<file path="src/rtl/hazard_sequencer.sv">
// Pipeline hazard sequencer: load-use bubble insertion, branch/jump flushing
// and saturating stall/flush performance counters.
module hazard_sequencer #(
  parameter int LOAD_STALL = 2,
  parameter int CNT_W      = 16
) (
  input  logic             Clk,
  input  logic             Reset,
  input  logic             MemRead_EX,
  input  logic [4:0]       rt_address_EX,
  input  logic [4:0]       rs_address_ID,
  input  logic [4:0]       rt_address_ID,
  input  logic             UsesRt_ID,
  input  logic             Jump_ID,
  input  logic             JR_ID,
  input  logic             BranchTaken_EX,
  output logic             PCWrite,
  output logic             IFID_Write,
  output logic             ControlMuxSig,
  output logic             IFID_Flush,
  output logic             IDEX_Flush,
  output logic             Stalled,
  output logic [CNT_W-1:0] StallCycles,
  output logic [CNT_W-1:0] FlushCount
);

  // state | meaning
  // RUN   | normal issue; the first bubble of a load-use is inserted here
  // STALL | remaining load-use bubbles, cnt counts down to the last one

  typedef enum logic {RUN, STALL} state_t;

  // The RUN cycle supplies one bubble, so STALL covers LOAD_STALL-1 cycles.
  localparam logic [1:0] CNT_INIT = (LOAD_STALL > 1) ? 2'(LOAD_STALL - 2) : 2'd0;

  state_t     state;
  logic [1:0] cnt;
  logic       load_use;

  assign load_use = MemRead_EX && (rt_address_EX != 5'd0) &&
                    ((rt_address_EX == rs_address_ID) ||
                     (UsesRt_ID && (rt_address_EX == rt_address_ID)));

  always_comb begin
    PCWrite       = 1'b1;
    IFID_Write    = 1'b1;
    ControlMuxSig = 1'b0;
    IFID_Flush    = 1'b0;
    IDEX_Flush    = 1'b0;
    if (Reset) begin
      PCWrite       = 1'b0;
      IFID_Write    = 1'b0;
      ControlMuxSig = 1'b1;
    end else if (BranchTaken_EX) begin
      IFID_Flush = 1'b1;
      IDEX_Flush = 1'b1;
    end else if (state == STALL || load_use) begin
      PCWrite       = 1'b0;
      IFID_Write    = 1'b0;
      ControlMuxSig = 1'b1;
    end else if (Jump_ID || JR_ID) begin
      IFID_Flush = 1'b1;
    end
  end

  always_ff @(posedge Clk or posedge Reset) begin
    if (Reset) begin
      state       <= RUN;
      cnt         <= 2'd0;
      Stalled     <= 1'b0;
      StallCycles <= '0;
      FlushCount  <= '0;
    end else begin
      case (state)
        RUN: begin
          if (!BranchTaken_EX && load_use && (LOAD_STALL > 1)) begin
            state   <= STALL;
            cnt     <= CNT_INIT;
            Stalled <= 1'b1;
          end else begin
            cnt <= 2'd0;
          end
        end
        STALL: begin
          if (BranchTaken_EX || cnt == 2'd0) begin
            state   <= RUN;
            cnt     <= 2'd0;
            Stalled <= 1'b0;
          end else begin
            cnt <= cnt - 2'd1;
          end
        end
        default: begin
          state   <= RUN;
          cnt     <= 2'd0;
          Stalled <= 1'b0;
        end
      endcase

      if (!PCWrite && StallCycles != {CNT_W{1'b1}})
        StallCycles <= StallCycles + 1'b1;
      if (IFID_Flush && FlushCount != {CNT_W{1'b1}})
        FlushCount <= FlushCount + 1'b1;
    end
  end

endmodule

</file>
<file path="config.mk">
export PLATFORM = sky130hd
export DESIGN_NAME = hazard_sequencer
export DESIGN_NICKNAME = d
export VERILOG_FILES = /design/src/rtl/hazard_sequencer.sv
export SDC_FILE = /design/constraint.sdc
export NUM_CORES = 1
export LEC_CHECK = 0
export CORE_MARGIN = 2
export CORE_UTILIZATION = 46
export DETAILED_ROUTE_END_ITERATION = 8
export HOLD_SLACK_MARGIN = 0.12
export PLACE_DENSITY = 0.76
export SYNTH_ARGS = -nofsm -noshare
export SYNTH_HDL_FRONTEND = slang
export SYNTH_SLANG_ARGS = --single-unit
</file>
<file path="constraint.sdc">
create_clock -name Clk -period 3.8 [get_ports Clk]
set_clock_uncertainty 0.2 [all_clocks]
set_input_delay 0.95 -clock Clk [delete_from_list [all_inputs] [get_ports Clk]]
set_output_delay 0.95 -clock Clk [all_outputs]
set_load 0.1 [all_outputs]
</file>
==> results.json <==
{
  "synth_top_area_share_pct": 46.5,
  "cp-start-kind": "input port",
  "power_switching_w": 0.00120,
  "synth_edf_count": 0,
  "clk_path_buf_depth": 2,
  "die_y_um": 68.9,
  "whs_ns": 0.243,
  "synthArstFlopShare_pct": 100,
  "maxSlewViolCount": 0,
  "antenna_found_initial": 0,
  "clkPwrFrac_pct": 13.6,
  "path_clk_slew_ns": 0.06,
  "io-pin-count": 60,
  "cp-end-kind": "primary output",
  "wl_per_cell_um": 13.9,
  "syn_area_sq_um": 1940,
  "power_density_nw_per_um2": 756,
  "holdCritPathClass": "reg2reg",
  "synth_cell_types": 42,
  "gr-total-overflow": 0,
  "drt_pass1_iterations": 5,
  "port_buffers": 59,
  "seq_area_sq_um": 901,
  "cts_made_buffers": 5,
  "dp.cells": 313,
  "drtAntennaViolNets": 0,
  "route.detailed.drc": 0,
  "tns_ns": 0,
  "cellInternalPower_w": 0.000939,
  "worst_pin_slew_ns": 0.553,
  "multi_input_area_sq_um": 1000,
  "fin_cells": 324,
  "max-slew-margin-rel_pct": 63.1,
  "grt_pass1_vias": 1586,
  "rows": 23,
  "antennaDiodeCount": 0,
  "arrival_ns": 2.57,
  "avgSynthCellArea_sq_um": 10.2,
  "grt_pass1_wl_um": 7160,
  "p_seq_share_pct": 28.4,
  "layout.cells.most_common_list": "buf_4, dfrtp_1, xnor2_1, nand2_1, xor2_1",
  "grtUsageTotal_pct": 20.6,
  "power_w": 0.00214,
  "drive_gt1_share_pct": 30.7,
  "irDropWorstVdd_uv": 613,
  "setup_viol": 0,
  "fill_cells": 344,
  "ys_warn_count": 0,
  "crit_type": "in2out",
  "max_cap_violations": 0,
  "p_leak_nw": 1.32,
  "synthFlopType": "dfrtp_1",
  "switching_share_pct": 56.1,
  "coreArea_sq_um": 4030,
  "drt-total-wl_um": 4510,
  "ys_seq_area_share_pct": 46.5,
  "slowest_stage": "or4_4",
  "gp_congestion": 0.746,
  "areaGrowthSynthToFinish_pct": 46.1,
  "clock.fmax_mhz": 269,
  "pwr-share-comb_pct": 58.0,
  "grt_max_degree": 24,
  "synth-seq-cells": 36,
  "clkSinkCount": 36,
  "crit_top_cell": "buf_12",
  "finalHoldViolCount": 0,
  "vias_per_cell": 5.24,
  "crit_path_max_incr_delay_ns": 0.54,
  "drt-initial-drc-count": 107,
  "post-dp-hpwl_um": 3430,
  "fp.dieArea_sq_um": 4750,
  "die_w_um": 68.9,
  "final_common_cell": "buf_4",
  "start_util_pct": 48.1,
  "min_period_over_period_pct": 97.9,
  "path_cells": "dlygate4sd2_1 > or4_4 > o21a_1 > a21boi_4 > or2_4 > buf_12 > buf_12",
  "route.vias.total": 1697,
  "cts_tree": "yes",
  "synthCells": 190,
  "post-synth-top-area-cell": "dfrtp_1",
  "htree_levels": 2,
  "crit_path_max_fanout": 2,
  "nNetsFinal": 299,
  "crit_required_ns": 2.65,
  "rsz0062_at_grt": "false",
  "synth_fp_nets": 215,
  "insertion_delay_ns": 0.29,
  "root_buffer": "clkbuf_8",
  "status": "complete, no violations",
  "synth_area_leaders": "dfrtp_1, xnor2_1, xor2_1",
  "timing.final.crit_period_ns": 3.72
}
## layer usage
layer / routed length (um) / GRT usage [%]
met5: 0 / 0
met3: 293 / 5.19
met1: 1900 / 26.9
met4: 78 / 8.82
met2: 2240 / 32.6
## critical path, delay by kind of cell
| family | cells | cell delay (ns) |
|---|---|---|
| AOI/OAI and AO/OA | 2 | 0.39 |
| buffers and inverters | 3 | 0.52 |
| and+or+nand+nor | 2 | 0.71 |
## cells by family (layout without fill, tap and decap cells)
logic type / Yosys count / in the layout / share of synthesized area [%]
buf+inv: 10 / 94 / 2.58
fa+ha+maj: 3 / 3 / 1.94
simple gates: 84 / 84 / 23.3
mux: 2 / 2 / 1.36
compound gates: 18 / 18 / 7.62
xor+xnor: 37 / 37 / 16.7
flops: 36 / 36 / 46.5
## what timing repair did
item | 4_1_cts | 5_1_grt
hold buffers | 0 | 0
buffers inserted | 3 | 1
pin swaps | 5 | 6
setup endpoints to repair | 4 | 3
resized for setup | 6 | 4
## flip-flops by register name, indices dropped and copies added (netlist names)
register and flops:
FlushCount 16, StallCycles 16, Stalled 1, cnt 2
state 1
## Yosys cell counts (all sizes together), types with 2 or more instances
| cell type | n |
|---|---|
| nor3 | 7 |
| nand3 | 13 |
| and3 | 6 |
| o21ai | 3 |
| mux2 | 2 |
| nand2 | 19 |
| inv | 7 |
| a31oi | 2 |
| a21oi | 4 |
| nor4 | 3 |
| dfrtp | 36 |
| nor2 | 17 |
| xnor2 | 21 |
| or2 | 3 |
| xor2 | 16 |
| buf | 2 |
| and4 | 3 |
| ha | 3 |
| nand4 | 5 |
| nor3b | 2 |
## power by group through the flow
stage          logic [W]  clock network [W]  registers, W
2_1_floorplan   0.000244                  0       0.00131
3_3_place_gp     0.00123                  0      0.000609
3_5_place_dp     0.00124                  0      0.000612
4_1_cts          0.00125           0.000297      0.000606
5_1_grt          0.00129           0.000312      0.000624
6_report         0.00124           0.000290      0.000608
## final cells by class
cell class | count | share of cell area (%)
Tap cell | 50 | 2.21
Clock buffer | 7 | 3.41
Multi-Input combinational cell | 144 | 35.4
Sequential cell | 36 | 31.8
Timing Repair Buffer | 80 | 26.1
Inverter | 7 | 1.06
## path summary, 6_finish.rpt
path                       slack, ns             start  cells past startpoint         endpoint
min                             0.24            cnt[0]                      1           cnt[0]
min in group asynchronous       0.88             Reset                      2  StallCycles[15]
max in group asynchronous       1.81             Reset                      3    FlushCount[3]
max                             0.08  rt_address_EX[2]                      7       IFID_Write
min reg2reg                     0.24            cnt[0]                      1           cnt[0]
max reg2reg                     1.53    StallCycles[0]                      7   StallCycles[4]
## per-stage QoR
stage / utilization, % / cell area [sq um] / setup slack (ns)
after CTS: 69.7 / 2810 / 0.0512
after global placement: 66.4 / 2680 / -0.0990
final: 70.2 / 2830 / 0.0809
after detailed placement: 66.4 / 2680 / -0.148
after global routing: 70.2 / 2830 / 0.00259
after floorplan: - / 1950 / -0.172
Note: power is estimated with default switching activity, not from simulation.
